File: src/rtl/dht11_fmt_pkg.sv
// Shared types and constants for the DHT11 ASCII line formatter.
// Optional checksum field is enabled by DHT11_FMT_CHECKSUM_EN in the top.
package dht11_fmt_pkg;

   typedef enum logic [1:0] {
      IDLE = 2'd0,
      CONV = 2'd1,
      SEND = 2'd2
   } state_t;

   localparam logic [7:0] ASC_H    = 8'h48;
   localparam logic [7:0] ASC_T    = 8'h54;
   localparam logic [7:0] ASC_EQ   = 8'h3D;
   localparam logic [7:0] ASC_PCT  = 8'h25;
   localparam logic [7:0] ASC_SP   = 8'h20;
   localparam logic [7:0] ASC_STAR = 8'h2A;
   localparam logic [7:0] ASC_CR   = 8'h0D;
   localparam logic [7:0] ASC_LF   = 8'h0A;
   localparam logic [7:0] ASC_0    = 8'h30;

   localparam int CONV_CYCLES = 10;

   // Lengths include the CR; the top drops one byte when the CR is not wanted.
   localparam int MSG_LEN_BASE  = 13;
   localparam int MSG_LEN_CKSUM = 17;

   function automatic logic [7:0] hex_ascii(input logic [3:0] nib);
      if (nib < 4'd10) return ASC_0 + {4'h0, nib};
      else             return 8'h37 + {4'h0, nib};
   endfunction

endpackage

File: src/rtl/bin2bcd2_seq.sv
// Sequential 8-bit to two-digit BCD by repeated subtraction of ten.
// Values above 99 saturate to "99".
module bin2bcd2_seq (
   input  logic       clk,
   input  logic       rst,
   input  logic       load,
   input  logic [7:0] value,
   output logic [3:0] tens,
   output logic [3:0] ones
);

   logic [7:0] rem;
   logic [3:0] tens_q;
   logic       sat;

   always_ff @(posedge clk or negedge rst) begin
      if (!rst) begin
         rem    <= 8'd0;
         tens_q <= 4'd0;
         sat    <= 1'b0;
      end else if (load) begin
         rem    <= value;
         tens_q <= 4'd0;
         sat    <= (value > 8'd99);
      end else if (!sat && rem >= 8'd10) begin
         rem <= rem - 8'd10;
         if (tens_q != 4'd9) tens_q <= tens_q + 4'd1;
      end
   end

   assign tens = sat ? 4'd9 : tens_q;
   assign ones = sat ? 4'd9 : rem[3:0];

endmodule

File: src/rtl/dht11_ascii_formatter.sv
// Formats one DHT11 reading as "H=hh% T=ttU[ *cc]\r\n" and pushes it into the TX FIFO.
// Define DHT11_FMT_CHECKSUM_EN to append the " *cc" hex checksum field.
//
// state | meaning
// IDLE  | waiting for start; done pulses here for one cycle after a line
// CONV  | fixed 10-cycle binary-to-BCD conversion of both readings
// SEND  | pushing message bytes, stalling while fifo_full
module dht11_ascii_formatter
   import dht11_fmt_pkg::*;
#(
   parameter int         EOL_CR    = 1,
   parameter logic [7:0] TEMP_UNIT = 8'h43
) (
   input  logic       clk,
   input  logic       rst,
   input  logic       start,
   input  logic [7:0] humidity,
   input  logic [7:0] temperature,
   input  logic       fifo_full,
   output logic [7:0] ascii_out,
   output logic       push_out,
   output logic       busy,
   output logic       done
);

`ifdef DHT11_FMT_CHECKSUM_EN
   localparam int FULL_LEN = MSG_LEN_CKSUM;
`else
   localparam int FULL_LEN = MSG_LEN_BASE;
`endif
   localparam int MSG_LEN = FULL_LEN - ((EOL_CR != 0) ? 0 : 1);

   state_t      state_q, state_nxt;
   logic [3:0]  cnt_q, cnt_nxt;
   logic [4:0]  idx_q, idx_nxt;
   logic        done_q, done_nxt;
   logic        accept;
   logic [3:0]  h_tens, h_ones, t_tens, t_ones;
   logic [7:0]  msg_byte;

   assign accept   = (state_q == IDLE) && start;
   assign push_out = (state_q == SEND) && !fifo_full;
   assign busy     = (state_q != IDLE);
   assign done     = done_q;

   bin2bcd2_seq u_hum (
      .clk   (clk),
      .rst   (rst),
      .load  (accept),
      .value (humidity),
      .tens  (h_tens),
      .ones  (h_ones)
   );

   bin2bcd2_seq u_temp (
      .clk   (clk),
      .rst   (rst),
      .load  (accept),
      .value (temperature),
      .tens  (t_tens),
      .ones  (t_ones)
   );

`ifdef DHT11_FMT_CHECKSUM_EN
   // Checksum uses the raw readings, not the saturated digits.
   logic [7:0] cks_q;

   always_ff @(posedge clk or negedge rst) begin
      if (!rst)        cks_q <= 8'd0;
      else if (accept) cks_q <= humidity + temperature;
   end
`endif

   always_ff @(posedge clk or negedge rst) begin
      if (!rst) begin
         state_q <= IDLE;
         cnt_q   <= 4'd0;
         idx_q   <= 5'd0;
         done_q  <= 1'b0;
      end else begin
         state_q <= state_nxt;
         cnt_q   <= cnt_nxt;
         idx_q   <= idx_nxt;
         done_q  <= done_nxt;
      end
   end

   always_comb begin
      state_nxt = state_q;
      cnt_nxt   = cnt_q;
      idx_nxt   = idx_q;
      done_nxt  = 1'b0;
      case (state_q)
         IDLE: begin
            if (start) begin
               state_nxt = CONV;
               cnt_nxt   = 4'(CONV_CYCLES - 1);
               idx_nxt   = 5'd0;
            end
         end
         CONV: begin
            if (cnt_q == 4'd0) state_nxt = SEND;
            else               cnt_nxt   = cnt_q - 4'd1;
         end
         SEND: begin
            if (push_out) begin
               if (idx_q == 5'(MSG_LEN - 1)) begin
                  state_nxt = IDLE;
                  idx_nxt   = 5'd0;
                  done_nxt  = 1'b1;
               end else begin
                  idx_nxt = idx_q + 5'd1;
               end
            end
         end
         default: state_nxt = IDLE;
      endcase
   end

   always_comb begin
      msg_byte = 8'h00;
      case (idx_q)
         5'd0:  msg_byte = ASC_H;
         5'd1:  msg_byte = ASC_EQ;
         5'd2:  msg_byte = ASC_0 + {4'h0, h_tens};
         5'd3:  msg_byte = ASC_0 + {4'h0, h_ones};
         5'd4:  msg_byte = ASC_PCT;
         5'd5:  msg_byte = ASC_SP;
         5'd6:  msg_byte = ASC_T;
         5'd7:  msg_byte = ASC_EQ;
         5'd8:  msg_byte = ASC_0 + {4'h0, t_tens};
         5'd9:  msg_byte = ASC_0 + {4'h0, t_ones};
         5'd10: msg_byte = TEMP_UNIT;
`ifdef DHT11_FMT_CHECKSUM_EN
         5'd11: msg_byte = ASC_SP;
         5'd12: msg_byte = ASC_STAR;
         5'd13: msg_byte = hex_ascii(cks_q[7:4]);
         5'd14: msg_byte = hex_ascii(cks_q[3:0]);
`endif
         default: ;
      endcase
      // End-of-line bytes sit at the tail so their position follows EOL_CR.
      if (idx_q == 5'(MSG_LEN - 1))                      msg_byte = ASC_LF;
      else if ((EOL_CR != 0) && idx_q == 5'(MSG_LEN - 2)) msg_byte = ASC_CR;
   end

   assign ascii_out = push_out ? msg_byte : 8'h00;

endmodule

File: config.mk
export PLATFORM = sky130hd
export DESIGN_NAME = dht11_ascii_formatter
export DESIGN_NICKNAME = d
export VERILOG_FILES = /design/src/rtl/dht11_fmt_pkg.sv /design/src/rtl/bin2bcd2_seq.sv /design/src/rtl/dht11_ascii_formatter.sv
export SDC_FILE = /design/constraint.sdc
export NUM_CORES = 1
export LEC_CHECK = 0
export ABC_AREA = 1
export BUFFER_PORTS_ARGS = -buffer_cell sky130_fd_sc_hd__buf_2
export CAP_MARGIN = 5
export CORE_ASPECT_RATIO = 0.6
export CORE_MARGIN = 4
export CORE_UTILIZATION = 30
export DETAILED_ROUTE_END_ITERATION = 8
export PLACE_DENSITY = 0.46
export SLEW_MARGIN = 0
export SYNTH_ARGS = -nofsm -noshare
export SYNTH_HDL_FRONTEND = slang
export SYNTH_SLANG_ARGS = --single-unit
File: constraint.sdc
create_clock -name clk -period 3 [get_ports clk]
set_input_delay 0.3 -clock clk [delete_from_list [all_inputs] [get_ports clk]]
set_output_delay 0.3 -clock clk [all_outputs]
set_load 0.05 [all_outputs]
==> qor.csv, run 1 <==
stage,metric,value,unit
power,netSwitchingFraction,47.5,%
final_layout,final_nets,444,
floorplan,dieArea,10400,um2
detailed_routing,route.vias.total,2450,
global_route,grt_overflow_total,0,
sta,tightest_slew,922,ps
synth,synth_top_cell_by_area,dfrtp_1,
power,power_leakage,1.60,nW
final_layout,final_cells,526,
final_layout,fillers,947,
clocking,cts_tree,done,
sta,finalSetupViolCount,0,
detailed_routing,wl_met1,3.70,mm
synth,syn_nets,415,
synth,ys_ff_latch,38,
setup_path,crit_top_cell,nand2_1,
clocking,clk_latency,280,ps
floorplan,ios,31,
synth,synth_top_area_share,35.9,%
final_layout,areaGrowthSynthToFinish,14.4,%
synth,synthAdderAreaFrac,5.20,%
global_route,grt_pass1_wl,11.9,mm
clocking,clk_path_buf_depth,2,
sta,finalClockSkew,3.16,ps
detailed_routing,drt_iter0_drc,144,
power,pwr-share-comb,50.6,%
detailed_routing,routed_wirelength,6.87,mm
sta,fin_crit,2550,ps
detailed_routing,vias_per_cell,4.66,
final_layout,register_area,951,um2
synth,synth_top_family_by_area,simple AND/OR/NAND/NOR gates,
synth,netlist_area,2650,um2
clocking,cts.reportedPaths.clkPinSlew,60,ps
sta,setup_tns,0,ps
clocking,post_cts_buffers,0,
sta,slew_headroom,38.5,%
clocking,hold_buffers,0,
power,clock_power_share,18.0,%
detailed_routing,drtAntennaViolNets,0,
power,netSwitchingPower,1.43,mW
sta,rsz0062_at_grt,false,
floorplan,rows,26,
setup_path,reg2reg_slack,1080,ps
clocking,root_buffer,clkbuf_16,
setup_path,critical_path.max_stage_delay,400,ps
synth,synth_compound_area_share,12.3,%
clocking,cts_resized,0,
synth,yosysUniqueCellTypes,30,
synth,ys_warn_count,0,
global_route,first_global_vias,2416,
detailed_routing,first_pass_iters,4,
global_route,track_usage,14.2,%
setup_path,reg2reg_from,state_q[0]$_DFFE_PN0P_,
sta,whs,149,ps
sta,max_freq,392,MHz
power,power_frac_seq,31.3,%
final_layout,final_common_cell,nand2_1,
floorplan,initial_core_util,31.0,%
place,gp_congestion,0.874,
place,portBuffers,29,
place,place_hpwl,5.33,mm
power,p_int,1.58,mW
final_layout,diodes,0,
final_layout,final_cell_mix,"119 x nand2_1, 48 x inv_1, 39 x nor2_1",
setup_path,end_kind,output port,
detailed_routing,highest_layer,met4,
power,totalPowerFinal,3.01,mW
setup_path,worst_ep_arrival_time,2250,ps
final_layout,multi_input_area,1440,um2
synth,synth_xor_area_share,1.65,%
synth,syn-instance-count,384,
sta,post-route-period-util,84.9,%
place,placed_cells,518,
synth,ys_seq_area_share,35.9,%
min_path,min_path_type,in2async,
global_route,antenna_found_initial,0,
global_route,grt_max_degree,39,
detailed_routing,drc,0,
setup_path,r2r_end,idx_q[2]$_DFFE_PN0P_,
detailed_routing,wl_met2,2.86,mm
setup_path,crit_chain,"inv_1, ha_1, inv_1, nor2_1, nand2_1, nor3_1, nor2_1, nand2_1, nand2_1, nand2_1, buf_2",
setup_path,critPathBufInv,3,
detailed_routing,wl_per_cell,13.1,um
outcome,outcome,"finished, final reports clean",
sta,drv_slew,0,
setup_path,slowest_stage,dfrtp_1,
sta,hold_violations,0,
clocking,cts_inserted_buffers,5,
setup_path,cp_max_fo,7,
synth,synth-simple-area-share,35.1,%
floorplan,core_area,8560,um2
floorplan,die_y,80.8,um
setup_path,cp-start-kind,flop,
clocking,htreeDepth,2,
detailed_routing,dr_wl_met3,294,um
setup_path,worst_path_dominant_cell_family,simple AND/OR/NAND/NOR gates,
final_layout,drive_gt1_share,15.2,%
power,power.density,993,nW/um2
sta,worst_slack,452,ps
setup_path,crit_type,reg2out,
synth,synth_area_per_cell,6.90,um2
setup_path,required,2700,ps
clocking,clock-sinks,38,
setup_path,reg2regPathDepth,7,
power,vdd_ir_drop_max,0.295,mV
flow_run,cap_violations,0,
synth,synth_area_leaders,"dfrtp_1 36%, nand2_1 17%, inv_1 6.8%, nand3_1 6.0%, nor2_1 5.5%",
synth,synth_mux_area_share,0,%
floorplan,dieWidth,129,um
place,place_ws,769,ps
==> cell usage after synthesis <==
cell type / n
conb_1: 1
nor2_2: 3
nand2_1: 119
o31ai_1: 2
nor3b_2: 1
a31oi_1: 4
o211ai_1: 3
o221ai_1: 3
nand3_1: 32
nor3_1: 3
nand4_1: 9
nor2_1: 39
buf_2: 3
xor2_1: 5
a21oi_1: 8
or2_2: 3
nor2_4: 1
nand3_2: 1
buf_4: 3
inv_2: 4
buf_6: 2
o21ai_2: 8
ha_1: 11
inv_1: 48
dfrtp_1: 38
a21boi_0: 1
nand2_2: 4
o21ai_1: 4
nor3_2: 1
o21ai_0: 20
==> power by group through the flow <==
stage / logic (mW) / registers, mW / clock network [mW]
5_1_grt: 1.78 / 0.977 / 0.592
2_1_floorplan: 1.27 / 0.891 / 0
3_3_place_gp: 1.54 / 0.954 / 0
6_report: 1.52 / 0.943 / 0.543
4_1_cts: 1.55 / 0.943 / 0.558
3_5_place_dp: 1.53 / 0.950 / 0
==> state kept, by name, summed over array words and instances, names as in the netlist <==
name / cells
u_hum.rem: 8
u_temp.sat: 1
cnt_q: 4
u_temp.rem: 8
u_temp.tens_q: 4
idx_q: 5
done: 1
u_hum.sat: 1
u_hum.tens_q: 4
state_q: 2
==> logic make-up (layout without fill, tap and decap cells) <==
kind of cell | Yosys count | in the layout
DFF | 38 | 38
and+or+nand+nor | 216 | 216
AOI/OAI and AO/OA | 53 | 53
xor gates and xnor gates | 5 | 5
adders and majority gates | 11 | 11
other | 1 | 1
buffers and inverters | 60 | 90
==> worst register-to-register path, delay by kind of cell (launching register included) <==
kind | cells | cell delay (ps)
buffers and inverters | 3 | 750
DFF | 1 | 400
and+or+nand+nor | 4 | 650
==> routing by layer <==
metal / global-route usage [%] / vias to the layer above
met5: 0 / -
met1: 20.9 / 1116
met2: 21.3 / 35
met3: 3.81 / 2
met4: 2.20 / 0
li1: - / 1297
==> cell type report <==
cell class / instances / share of cell area [%]
multi-input cells: 286 / 47.6
clock inverters: 1 / 0.165
well taps: 112 / 4.63
repair buffers: 30 / 5.04
inverters: 52 / 6.44
clock buffers: 7 / 4.71
flip-flops and latches: 38 / 31.4
==> worst max-delay path by stage <==
stage                                 startpoint           end  cells past startpoint
final                       idx_q[0]$_DFFE_PN0P_  ascii_out[1]                     11
after global routing        idx_q[0]$_DFFE_PN0P_  ascii_out[1]                     11
after CTS                   idx_q[0]$_DFFE_PN0P_  ascii_out[1]                     11
after detailed placement    idx_q[0]$_DFFE_PN0P_  ascii_out[1]                     11
after global placement      idx_q[0]$_DFFE_PN0P_  ascii_out[1]                     11
after floorplan           state_q[0]$_DFFE_PN0P_  ascii_out[5]                      7
==> through the flow <==
stage,area [um2],utilization (%)
floorplan,2650,-
global placement,2880,33.7
detailed placement,2880,33.7
CTS,3030,35.4
global route,3030,35.4
finish,3030,35.4
Note: power is estimated with default switching activity, not from simulation.
==> inputs of run 2 (changes only) <==
PLACE_DENSITY = 0.47   (was 0.46)
clock period = 2.3 ns   (was 3 ns; I/O delays follow)
==> run 2 against run 1 <==
  * Clock-buffer cell count up 1
  * Critical path depth unchanged
  * Clock power up 42%
  * Worst setup slack worse by 290 ps
  * Via count up 1.5%
  * Wire length down 2.9%
  * Non-clock buffer count up 4
  * First-iteration DRC count up 15%
  * Combinational power up 33%
  * Global-route usage down 0.85 points
==> qor.csv, run 2 (synthesized netlist as in run 1, its figures left out) <==
stage,metric,value,unit,change
global_route,first_global_vias,2328,,was 2416
setup_path,required,2070,ps,was 2700 ps
global_route,track_usage,13.4,%,was 14.2%
clocking,cts_inserted_buffers,5,,unchanged
clocking,cts.reportedPaths.clkPinSlew,60,ps,about the same
sta,max_freq,467,MHz,
global_route,grt_pass1_wl,11.1,mm,was 11.9 mm
setup_path,worst_ep_arrival_time,1910,ps,was 2250 ps
setup_path,cp_max_fo,4,,was 7
clocking,cts_tree,done,,unchanged
setup_path,slowest_stage,dfrtp_1,,unchanged
setup_path,worst_path_dominant_cell_family,simple AND/OR/NAND/NOR gates,,unchanged
sta,worst_slack,159,ps,was 452 ps
final_layout,top_regs,"u_hum.rem: 8 flops, u_temp.rem: 8 flops, idx_q: 5 flops",,unchanged
detailed_routing,route.vias.total,2486,,was 2450
place,place_ws,210,ps,was 769 ps
sta,finalSetupViolCount,0,,unchanged
sta,drv_slew,0,,unchanged
clocking,clk_latency,280,ps,about the same
final_layout,final_nets,448,,was 444
setup_path,crit_top_cell,nand2_1,,unchanged
flow_run,cap_violations,0,,unchanged
detailed_routing,vias_per_cell,4.69,,was 4.66
global_route,grt_max_degree,39,,unchanged
sta,tightest_slew,919,ps,was 922 ps
setup_path,crit_chain,"inv_1, ha_1, nand2_1, nor2_1, o21ai_0, nand2_1, nor2_1, nand3_1, nand2_1, inv_1, clkbuf_4",,"was inv_1, ha_1, inv_1, nor2_1, nand2_1, nor3_1, nor2_1, nand2_1, nand2_1, nand2_1, buf_2"
floorplan,dieArea,10400,um2,unchanged
setup_path,critPathBufInv,3,,unchanged
sta,hold_violations,0,,unchanged
detailed_routing,wl_per_cell,12.6,um,was 13.1 um
setup_path,r2r_end,u_hum.tens_q[3]$_DFFE_PN0P_,,was idx_q[2]$_DFFE_PN0P_
global_route,antenna_found_initial,0,,unchanged
floorplan,ios,31,,unchanged
sta,slew_headroom,38.7,%,was 38.5%
floorplan,dieWidth,129,um,unchanged
place,portBuffers,29,,unchanged
final_layout,diodes,0,,unchanged
final_layout,areaGrowthSynthToFinish,17.8,%,was 14.4%
setup_path,crit_type,reg2out,,unchanged
setup_path,reg2reg_from,u_hum.rem[1]$_DFFE_PN0P_,,was state_q[0]$_DFFE_PN0P_
detailed_routing,routed_wirelength,6.67,mm,was 6.87 mm
sta,setup_tns,0,ps,unchanged
detailed_routing,drc,0,,unchanged
floorplan,initial_core_util,31.0,%,unchanged
sta,post-route-period-util,93.1,%,
global_route,grt_overflow_total,0,,unchanged
final_layout,postLayoutCoreUtil,36.5,%,was 35.4%
clocking,clk_path_buf_depth,2,,unchanged
detailed_routing,drtAntennaViolNets,0,,unchanged
final_layout,final_common_cell,nand2_1,,unchanged
sta,rsz0062_at_grt,false,,unchanged
place,place_hpwl,5.10,mm,was 5.33 mm
setup_path,reg2reg_slack,700,ps,was 1080 ps
floorplan,die_y,80.8,um,unchanged
final_layout,final_cell_mix,"118 x nand2_1, 47 x inv_1, 38 x dfrtp_1",,"was 119 x nand2_1, 48 x inv_1, 39 x nor2_1"
sta,fin_crit,2140,ps,
final_layout,drive_gt1_share,17.7,%,was 15.2%
setup_path,reg2regPathDepth,7,,unchanged
power,vdd_ir_drop_max,0.370,mV,was 0.295 mV
place,gp_congestion,0.862,,was 0.874
detailed_routing,first_pass_iters,4,,unchanged
sta,finalClockSkew,4.76,ps,was 3.16 ps
setup_path,end_kind,output port,,unchanged
setup_path,critical_path.max_stage_delay,400,ps,about the same
floorplan,rows,26,,unchanged
floorplan,core_area,8560,um2,unchanged
clocking,clock-sinks,38,,unchanged
power,power_leakage,1.63,nW,was 1.60 nW
detailed_routing,drt_iter0_drc,165,,was 144
outcome,outcome,"finished, final reports clean",,unchanged
setup_path,cp-start-kind,flop,,unchanged
clocking,root_buffer,clkbuf_16,,unchanged
clocking,htreeDepth,2,,unchanged
power,power.density,1290,nW/um2,was 993 nW/um2
min_path,min_path_type,in2async,,unchanged
[run 2: changes by cell type in the layout (fill, tap and decap cells not counted), sizes merged]
| cell | delta |
|---|---|
| buf | +2 |
| clkbuf | +3 |
| clkinv | -1 |
[run 2: how the worst max path moves through the flow]
stage / start / end / slack, ps / cells past startpoint
after floorplan: state_q[0]$_DFFE_PN0P_ / ascii_out[5] / 20 / 7
after global placement: idx_q[0]$_DFFE_PN0P_ / ascii_out[1] / 250 / 11
after detailed placement: idx_q[0]$_DFFE_PN0P_ / ascii_out[1] / 210 / 11
after CTS: idx_q[0]$_DFFE_PN0P_ / ascii_out[1] / 30 / 11
after global routing: idx_q[1]$_DFFE_PN0P_ / ascii_out[2] / 6 / 11
final: idx_q[1]$_DFFE_PN0P_ / ascii_out[0] / 160 / 11
[run 2: metal layers]
layer	vias up	routed length, um	global-route usage, %
li1	1302	-	-
met1	1147	3520	19.2
met2	30	2820	20.2
met3	7	286	3.88
met4	0	48	2.52
met5	-	0	0
[run 2: repair_timing]
| action | in CTS | in global routing |
|---|---|---|
| endpoints found under the setup margin | 3 | 5 |
| hold buffers | 0 | 0 |
| pin swaps | 0 | 1 |
| resized for setup | 1 | 14 |
| buffers inserted | 0 | 2 |
[run 2: final cells by class]
| cell class | count | area (um2) |
|---|---|---|
| well taps | 112 | 140 |
| clock buffers | 8 | 166 |
| repair buffers | 34 | 193 |
| multi-input cells | 286 | 1470 |
| inverters | 52 | 195 |
| fillers | 905 | 5440 |
| flip-flops and latches | 38 | 951 |
[run 2: where the power goes]
group	internal (mW)	switching (mW)	total [mW]
clock	0.491	0.279	0.770
combinational	0.688	1.33	2.02
sequential	0.967	0.267	1.23
[run 2: metrics by stage]
| stage | hold WS, ps | total power, mW | std cells | cell area [um2] |
|---|---|---|---|---|
| after floorplan | -65.6 | 2.81 | 384 | 2650 |
| after global placement | 427 | 3.24 | 520 | 2900 |
| after detailed placement | 436 | 3.24 | 520 | 2900 |
| after CTS | 133 | 4.04 | 528 | 3070 |
| after global routing | 164 | 4.42 | 530 | 3120 |
| final | 80.2 | 4.02 | 530 | 3120 |
